$ cat src/rtl/cla_pkg.sv
// Shared definitions for the carry-lookahead add/subtract unit: opcodes,
// the default leaf size and the generate/propagate group combine.
package cla_pkg;

  localparam logic [1:0] OP_ADD = 2'b00;
  localparam logic [1:0] OP_SUB = 2'b01;
  localparam logic [1:0] OP_ADC = 2'b10;
  localparam logic [1:0] OP_SBB = 2'b11;

  localparam int DEFAULT_BLOCK = 8;

  // Merge a high group (g_h,p_h) with the adjacent low group (g_l,p_l); returns {G,P}
  function automatic logic [1:0] gp_combine(input logic g_h, input logic p_h,
                                            input logic g_l, input logic p_l);
    return {g_h | (p_h & g_l), p_h & p_l};
  endfunction

endpackage

$ cat src/rtl/cla_addsub_pipe_if.sv
// Operand/result bus of the pipelined add/subtract unit.
interface cla_addsub_pipe_if #(parameter int WIDTH = 32);
  logic             in_valid;
  logic             in_ready;
  logic [WIDTH-1:0] A;
  logic [WIDTH-1:0] B;
  logic [1:0]       OP;
  logic             CI;
  logic             out_valid;
  logic             out_ready;
  logic [WIDTH-1:0] S;
  logic             CO;
  logic             OV;
  logic             Z;
  logic             N;

  modport master (output in_valid, A, B, OP, CI, out_ready,
                  input  in_ready, out_valid, S, CO, OV, Z, N);
  modport slave  (input  in_valid, A, B, OP, CI, out_ready,
                  output in_ready, out_valid, S, CO, OV, Z, N);
endinterface

$ cat src/rtl/cla_block_gp.sv
// BLOCK-bit leaf carry-lookahead adder for a fixed carry-in. Produces the
// local sum, block generate/propagate and the carry into the block MSB.
module cla_block_gp import cla_pkg::*; #(
  parameter int BLOCK = DEFAULT_BLOCK
) (
  input  logic [BLOCK-1:0] a_i,
  input  logic [BLOCK-1:0] b_i,
  input  logic             ci_i,
  output logic [BLOCK-1:0] s_o,
  output logic             g_o,
  output logic             p_o,
  output logic             cmsb_o
);
  localparam int LVL = $clog2(BLOCK);

  logic [LVL:0][BLOCK-1:0] g_t;
  logic [LVL:0][BLOCK-1:0] p_t;
  logic [BLOCK-1:0]        c;

  // Prefix tree: after level l every bit i holds the group (i .. i-2^(l+1)+1)
  always_comb begin
    g_t    = '0;
    p_t    = '0;
    g_t[0] = a_i & b_i;
    p_t[0] = a_i ^ b_i;
    for (int l = 0; l < LVL; l++) begin
      for (int i = 0; i < BLOCK; i++) begin
        if (i >= (1 << l)) begin
          {g_t[l+1][i], p_t[l+1][i]} = gp_combine(g_t[l][i], p_t[l][i],
                                                  g_t[l][i-(1<<l)], p_t[l][i-(1<<l)]);
        end else begin
          g_t[l+1][i] = g_t[l][i];
          p_t[l+1][i] = p_t[l][i];
        end
      end
    end
  end

  // Carry into each bit from the prefix groups below it, then the sum
  always_comb begin
    c    = '0;
    c[0] = ci_i;
    for (int i = 1; i < BLOCK; i++) begin
      c[i] = g_t[LVL][i-1] | (p_t[LVL][i-1] & ci_i);
    end
  end

  assign s_o    = p_t[0] ^ c;
  assign g_o    = g_t[LVL][BLOCK-1];
  assign p_o    = p_t[LVL][BLOCK-1];
  assign cmsb_o = c[BLOCK-1];

endmodule

$ cat src/rtl/cla_addsub_pipe.sv
// Three-stage pipelined WIDTH-bit add/subtract with carry-select leaf blocks
// and a block-level lookahead tree. Whole pipe advances or holds together.
module cla_addsub_pipe import cla_pkg::*; #(
  parameter  int WIDTH = 32,
  parameter  int BLOCK = DEFAULT_BLOCK,
  localparam int NB    = WIDTH / BLOCK
) (
  input logic              clk,
  input logic              rst_n,
  cla_addsub_pipe_if.slave bus
);
  localparam int LVL = $clog2(NB);

  if ((WIDTH % BLOCK) != 0 || NB < 2) begin : g_bad_params
    $error("cla_addsub_pipe: WIDTH must be a multiple of BLOCK with at least two blocks");
  end

  logic adv;
  logic vld_p1_q, vld_p2_q, vld_p3_q;

  logic [WIDTH-1:0] beff_p1_d, a_p1_q, beff_p1_q;
  logic             c0_p1_d, c0_p1_q;

  logic [NB-1:0][BLOCK-1:0] s0_p2_d, s1_p2_d, s0_p2_q, s1_p2_q;
  logic [NB-1:0]            g_p2_d, p_p2_d, g_p2_q, p_p2_q;
  logic                     cm0_top, cm1_top, cm0_p2_q, cm1_p2_q, c0_p2_q;

  logic [LVL:0][NB-1:0]     gb_t, pb_t;
  logic [NB-1:0]            c_blk;
  logic [NB-1:0][BLOCK-1:0] s_sel;
  logic [WIDTH-1:0]         s_p3_d, s_p3_q;
  logic                     co_p3_d, ov_p3_d, co_p3_q, ov_p3_q, z_p3_q, n_p3_q;

  assign adv          = ~vld_p3_q | bus.out_ready;
  assign bus.in_ready = adv;

  // ---- stage 1: operand preparation (B inverted for subtract, carry-in chosen)
  // Map opcode onto effective B and initial carry
  always_comb begin
    beff_p1_d = bus.B;
    c0_p1_d   = 1'b0;
    case (bus.OP)
      OP_ADD:  c0_p1_d = 1'b0;
      OP_SUB:  begin beff_p1_d = ~bus.B; c0_p1_d = 1'b1;   end
      OP_ADC:  c0_p1_d = bus.CI;
      default: begin beff_p1_d = ~bus.B; c0_p1_d = bus.CI; end
    endcase
  end

  // Capture an accepted beat
  always_ff @(posedge clk) begin
    if (adv && bus.in_valid) begin
      a_p1_q    <= bus.A;
      beff_p1_q <= beff_p1_d;
      c0_p1_q   <= c0_p1_d;
    end
  end

  // ---- stage 2: leaf blocks evaluated for both possible carry-ins
  for (genvar k = 0; k < NB; k++) begin : g_blk
    logic g1_k, p1_k, cm0_k, cm1_k;

    cla_block_gp #(.BLOCK(BLOCK)) u_ci0 (
      .a_i(a_p1_q[k*BLOCK +: BLOCK]), .b_i(beff_p1_q[k*BLOCK +: BLOCK]), .ci_i(1'b0),
      .s_o(s0_p2_d[k]), .g_o(g_p2_d[k]), .p_o(p_p2_d[k]), .cmsb_o(cm0_k)
    );
    cla_block_gp #(.BLOCK(BLOCK)) u_ci1 (
      .a_i(a_p1_q[k*BLOCK +: BLOCK]), .b_i(beff_p1_q[k*BLOCK +: BLOCK]), .ci_i(1'b1),
      .s_o(s1_p2_d[k]), .g_o(g1_k), .p_o(p1_k), .cmsb_o(cm1_k)
    );

    // G/P do not depend on carry-in, so the ci=1 copy's are redundant; only the
    // top block's MSB carries are needed (for signed overflow)
    if (k == NB-1) begin : g_top
      logic unused_gp;
      assign cm0_top   = cm0_k;
      assign cm1_top   = cm1_k;
      assign unused_gp = g1_k ^ p1_k;
    end else begin : g_low
      logic unused_gp;
      assign unused_gp = g1_k ^ p1_k ^ cm0_k ^ cm1_k;
    end
  end

  // Register both candidate sums and the block generate/propagate
  always_ff @(posedge clk) begin
    if (adv && vld_p1_q) begin
      s0_p2_q  <= s0_p2_d;
      s1_p2_q  <= s1_p2_d;
      g_p2_q   <= g_p2_d;
      p_p2_q   <= p_p2_d;
      cm0_p2_q <= cm0_top;
      cm1_p2_q <= cm1_top;
      c0_p2_q  <= c0_p1_q;
    end
  end

  // ---- stage 3: block lookahead, sum select, flags
  // Block-level prefix tree: level l merges spans of 2^l blocks
  always_comb begin
    gb_t    = '0;
    pb_t    = '0;
    gb_t[0] = g_p2_q;
    pb_t[0] = p_p2_q;
    for (int l = 0; l < LVL; l++) begin
      for (int i = 0; i < NB; i++) begin
        if (i >= (1 << l)) begin
          {gb_t[l+1][i], pb_t[l+1][i]} = gp_combine(gb_t[l][i], pb_t[l][i],
                                                    gb_t[l][i-(1<<l)], pb_t[l][i-(1<<l)]);
        end else begin
          gb_t[l+1][i] = gb_t[l][i];
          pb_t[l+1][i] = pb_t[l][i];
        end
      end
    end
  end

  // Per-block carry-in selects the precomputed sum; carry/overflow from the tree
  always_comb begin
    c_blk    = '0;
    c_blk[0] = c0_p2_q;
    for (int k = 1; k < NB; k++) begin
      c_blk[k] = gb_t[LVL][k-1] | (pb_t[LVL][k-1] & c0_p2_q);
    end
    s_sel = '0;
    for (int k = 0; k < NB; k++) begin
      s_sel[k] = c_blk[k] ? s1_p2_q[k] : s0_p2_q[k];
    end
    s_p3_d  = s_sel;
    co_p3_d = gb_t[LVL][NB-1] | (pb_t[LVL][NB-1] & c0_p2_q);
    ov_p3_d = co_p3_d ^ (c_blk[NB-1] ? cm1_p2_q : cm0_p2_q);
  end

  // Valid bits march with their data; outputs clear on reset and hold on stall
  always_ff @(posedge clk or negedge rst_n) begin
    if (!rst_n) begin
      vld_p1_q <= 1'b0;
      vld_p2_q <= 1'b0;
      vld_p3_q <= 1'b0;
      s_p3_q   <= '0;
      co_p3_q  <= 1'b0;
      ov_p3_q  <= 1'b0;
      z_p3_q   <= 1'b0;
      n_p3_q   <= 1'b0;
    end else if (adv) begin
      vld_p1_q <= bus.in_valid;
      vld_p2_q <= vld_p1_q;
      vld_p3_q <= vld_p2_q;
      if (vld_p2_q) begin
        s_p3_q  <= s_p3_d;
        co_p3_q <= co_p3_d;
        ov_p3_q <= ov_p3_d;
        z_p3_q  <= ~|s_p3_d;
        n_p3_q  <= s_p3_d[WIDTH-1];
      end
    end
  end

  assign bus.out_valid = vld_p3_q;
  assign bus.S         = s_p3_q;
  assign bus.CO        = co_p3_q;
  assign bus.OV        = ov_p3_q;
  assign bus.Z         = z_p3_q;
  assign bus.N         = n_p3_q;

endmodule

$ cat src/flat_wrapper.sv
// flat-port wrapper written by rule: the top's interface ports become plain ports
module cla_addsub_pipe_flat import cla_pkg::*;
#(
  parameter  int WIDTH = 32,
  parameter  int BLOCK = DEFAULT_BLOCK,
  localparam int NB    = WIDTH / BLOCK
)
  (clk, rst_n, bus_in_valid, bus_A, bus_B, bus_OP, bus_CI, bus_out_ready, bus_in_ready, bus_out_valid, bus_S, bus_CO, bus_OV, bus_Z, bus_N);
  cla_addsub_pipe_if #(.WIDTH(WIDTH)) bus_i ();
  input logic clk;
  input logic rst_n;
  input wire logic [$bits(bus_i.in_valid)-1:0] bus_in_valid;
  input wire logic [$bits(bus_i.A)-1:0] bus_A;
  input wire logic [$bits(bus_i.B)-1:0] bus_B;
  input wire logic [$bits(bus_i.OP)-1:0] bus_OP;
  input wire logic [$bits(bus_i.CI)-1:0] bus_CI;
  input wire logic [$bits(bus_i.out_ready)-1:0] bus_out_ready;
  output wire logic [$bits(bus_i.in_ready)-1:0] bus_in_ready;
  output wire logic [$bits(bus_i.out_valid)-1:0] bus_out_valid;
  output wire logic [$bits(bus_i.S)-1:0] bus_S;
  output wire logic [$bits(bus_i.CO)-1:0] bus_CO;
  output wire logic [$bits(bus_i.OV)-1:0] bus_OV;
  output wire logic [$bits(bus_i.Z)-1:0] bus_Z;
  output wire logic [$bits(bus_i.N)-1:0] bus_N;
  assign bus_i.in_valid = bus_in_valid;
  assign bus_i.A = bus_A;
  assign bus_i.B = bus_B;
  assign bus_i.OP = bus_OP;
  assign bus_i.CI = bus_CI;
  assign bus_i.out_ready = bus_out_ready;
  assign bus_in_ready = bus_i.in_ready;
  assign bus_out_valid = bus_i.out_valid;
  assign bus_S = bus_i.S;
  assign bus_CO = bus_i.CO;
  assign bus_OV = bus_i.OV;
  assign bus_Z = bus_i.Z;
  assign bus_N = bus_i.N;
  cla_addsub_pipe #(.WIDTH(WIDTH), .BLOCK(BLOCK)) u_core (.clk(clk), .rst_n(rst_n), .bus(bus_i));
endmodule
$ cat config.mk
export PLATFORM = sky130hd
export DESIGN_NAME = cla_addsub_pipe_flat
export DESIGN_NICKNAME = d
export VERILOG_FILES = /design/src/rtl/cla_pkg.sv /design/src/rtl/cla_addsub_pipe_if.sv /design/src/rtl/cla_block_gp.sv /design/src/rtl/cla_addsub_pipe.sv /design/src/flat_wrapper.sv
export SDC_FILE = /design/constraint.sdc
export NUM_CORES = 1
export LEC_CHECK = 0
export CORE_MARGIN = 2
export CORE_UTILIZATION = 33
export CTS_BUF_LIST = sky130_fd_sc_hd__clkbuf_8 sky130_fd_sc_hd__clkbuf_16
export CTS_CLUSTER_SIZE = 28
export DETAILED_ROUTE_END_ITERATION = 12
export PLACE_DENSITY = 0.58
export SYNTH_ARGS = -nofsm -noshare
export SYNTH_HDL_FRONTEND = slang
export SYNTH_HIERARCHICAL = 1
export SYNTH_SLANG_ARGS = --single-unit
$ cat constraint.sdc
create_clock -name clk -period 3.8 [get_ports clk]
set_input_delay 0.76 -clock clk [delete_from_list [all_inputs] [get_ports clk]]
set_output_delay 0.76 -clock clk [all_outputs]
set_load 0.02 [all_outputs]
==> impl_metrics.yaml <==
detailed_routing:
  wl_per_cell_um: 14.4
  drt_iter0_markers: 289
  ant_nets: 0
  viasPerCell: 4.62
  drc: 0
  drt-total-wl_mm: 18.0
  dr.pass1.iters: 5
  vias: 5745
power_and_ir_drop:
  power_density_nw_per_um2: 592
  power.leakage_nw: 4.39
  p_total_mw: 6.80
  vdd_drop_max_mv: 0.219
sta:
  relSlewSlack: 0.327
  fmax_mhz: 345
  slew_viol_final: 0
  finalHoldViolCount: 0
  period_minus_slack_ns: 2.90
  skew_ns: 0.00806
  finalSetupTns_ns: 0
  post-route-period-util: 0.763
  finalSetupViolations: 0
  tightest_slew_ns: 1.01
  rsz0062_at_grt: "false"
global_route:
  gr-usage-all-layers: 0.127
  grt_first_pass_wirelength_mm: 28.8
  grt_pass1_vias: 5687
  grt_max_degree: 76
  gr-total-overflow: 0
  antenna_found_initial: 0
synth:
  avgSynthCellArea_um2: 12.9
  synth_cells: 724
  yosysWarnings: 6
  syn_area_um2: 9320
layout:
  seqCellArea_um2: 5150
  drive_gt1_frac: 0.0831
  final_nets: 996
  multi_input_area_um2: 4080
  num_antenna_cells: 0
  area_growth_pct: 23.3
  num-fill-cells: 2717
floorplanning:
  core_area_um2: 27800
  dieArea_um2: 29600
  die_w_um: 172
  die_h_um: 172
  start_util: 0.335
  num_rows: 61
  ioPinCount: 109
setup_path:
  arrival_ns: 2.14
  worst-setup-path-type: "in -> out"
  start_kind: "primary input"
  slowest_delay_ns: 0.67
  critPathTopFamily: "buffers and inverters"
  slowest_stage: "clkdlybuf4s50_1"
  worstPathMaxFanout: 8
  worst-path-buf-inv: 2
  cpMostUsedCell: "clkdlybuf4s50_1"
  worstPathCellList: "clkdlybuf4s50_1, nand2b_1, clkdlybuf4s50_1"
  required_ns: 3.04
  end_kind: "output pin"
clocking:
  cts_setup_buffers: 0
  cts_buffers: 17
  postCtsResizedCells: 0
  cts_tree: "built"
  hold_buffers: 0
  clk_latency_ns: 0.42
  path_clk_slew_ns: 0.07
  clockRootBuffer: "clkbuf_16"
  cts_buffer_depth: 2
  cts_max_level: 4
  cts.sinks: 178
outcome:
  status: "finished clean"
placement:
  hpwl_mm: 13.9
  portBuffers: 108
  place_congestion: 0.830
min_path:
  hp-class: "in -> async"
run:
  maxCapViolCount: 0
-- metal layers --
metal  up-vias  share of wire  wire length (µm)  GRT usage
li1       2952              -                 -          -
met1      2689           0.45              8130      0.157
met2        85           0.50              8920      0.222
met3        19          0.031               566     0.0236
met4         0          0.019               348     0.0457
met5         -              0                 0          0
-- flip-flops by register name, indices dropped and copies added, names as in the netlist, 4 cells and up --
signal,cells
u_core/s0_p2_q,32
u_core/p_p2_q,4
u_core/beff_p1_q,32
u_core/s1_p2_q,32
u_core/a_p1_q,32
u_core/bus.S,32
u_core/g_p2_q,4
-- worst reg2reg max path, delay by kind of cell, from the launching register on --
| kind | cells | cell delay (ns) |
|---|---|---|
| AO/OA/AOI/OAI | 2 | 0.94 |
| flip-flops | 1 | 0.62 |
| multiplexers | 1 | 0.40 |
| AND/OR/NAND/NOR | 2 | 0.61 |
-- per-stage QoR --
| stage | instance area, µm² | util | setup WS [ns] | instances | hold slack (ns) |
|---|---|---|---|---|---|
| after CTS | 11500 | 0.414 | 0.882 | 1244 | 0.456 |
| final | 11500 | 0.414 | 0.900 | 1244 | 0.447 |
| after floorplan | 9370 | - | 0.504 | 738 | 0.400 |
| after detailed placement | 10900 | 0.392 | 0.886 | 1212 | 0.439 |
| after global routing | 11500 | 0.414 | 0.811 | 1244 | 0.470 |
| after global placement | 10900 | 0.392 | 0.889 | 1212 | 0.467 |
-- layout make-up --
cell class / count / share of cell area
clock inverters: 15 / 0.0157
well taps: 378 / 0.0412
repair buffers: 112 / 0.0969
flip-flops and latches: 178 / 0.449
inverters: 18 / 0.00588
clock buffers: 17 / 0.0370
multi-input cells: 526 / 0.355
-- report_power, final --
| part | internal (mW) | switching (mW) | leakage [nW] |
|---|---|---|---|
| clock | 1.04 | 0.749 | 0.287 |
| combinational | 0.928 | 1.13 | 2.31 |
| sequential | 2.68 | 0.277 | 1.80 |
-- cell usage in the layout, fill, tap and decap left out, types with 9 or more instances in the layout --
master and n:
a21oi_1 52, and2_1 9, clkbuf_16 17, clkdlybuf4s50_1 106, conb_1 16, dfrtp_1 38, edfxtp_1 140, ha_1 64
inv_1 18, mux2i_1 32, nand2_1 59, nor2_1 29, nor2b_1 9, nor4_1 11, o21ai_1 34, o21ai_2 9
o21bai_1 10, xnor2_1 24, xor2_1 58
-- final timing paths --
kind / start / endpoint / slack [ns] / depth (start not counted)
min in group clk: u_core/c0_p1_q / u_core/c0_p2_q / 0.45 / 0
min: rst_n / u_core/bus.S[23] / 0.45 / 1
max in group asynchronous: rst_n / u_core/bus.S[6] / 2.80 / 1
max: bus_out_ready / bus_in_ready / 0.90 / 3
max reg2reg: u_core/c0_p2_q / u_core/bus.Z / 1.16 / 5
min reg2reg: u_core/c0_p1_q / u_core/c0_p2_q / 0.45 / 0
Note: power is estimated with default switching activity, not from simulation.
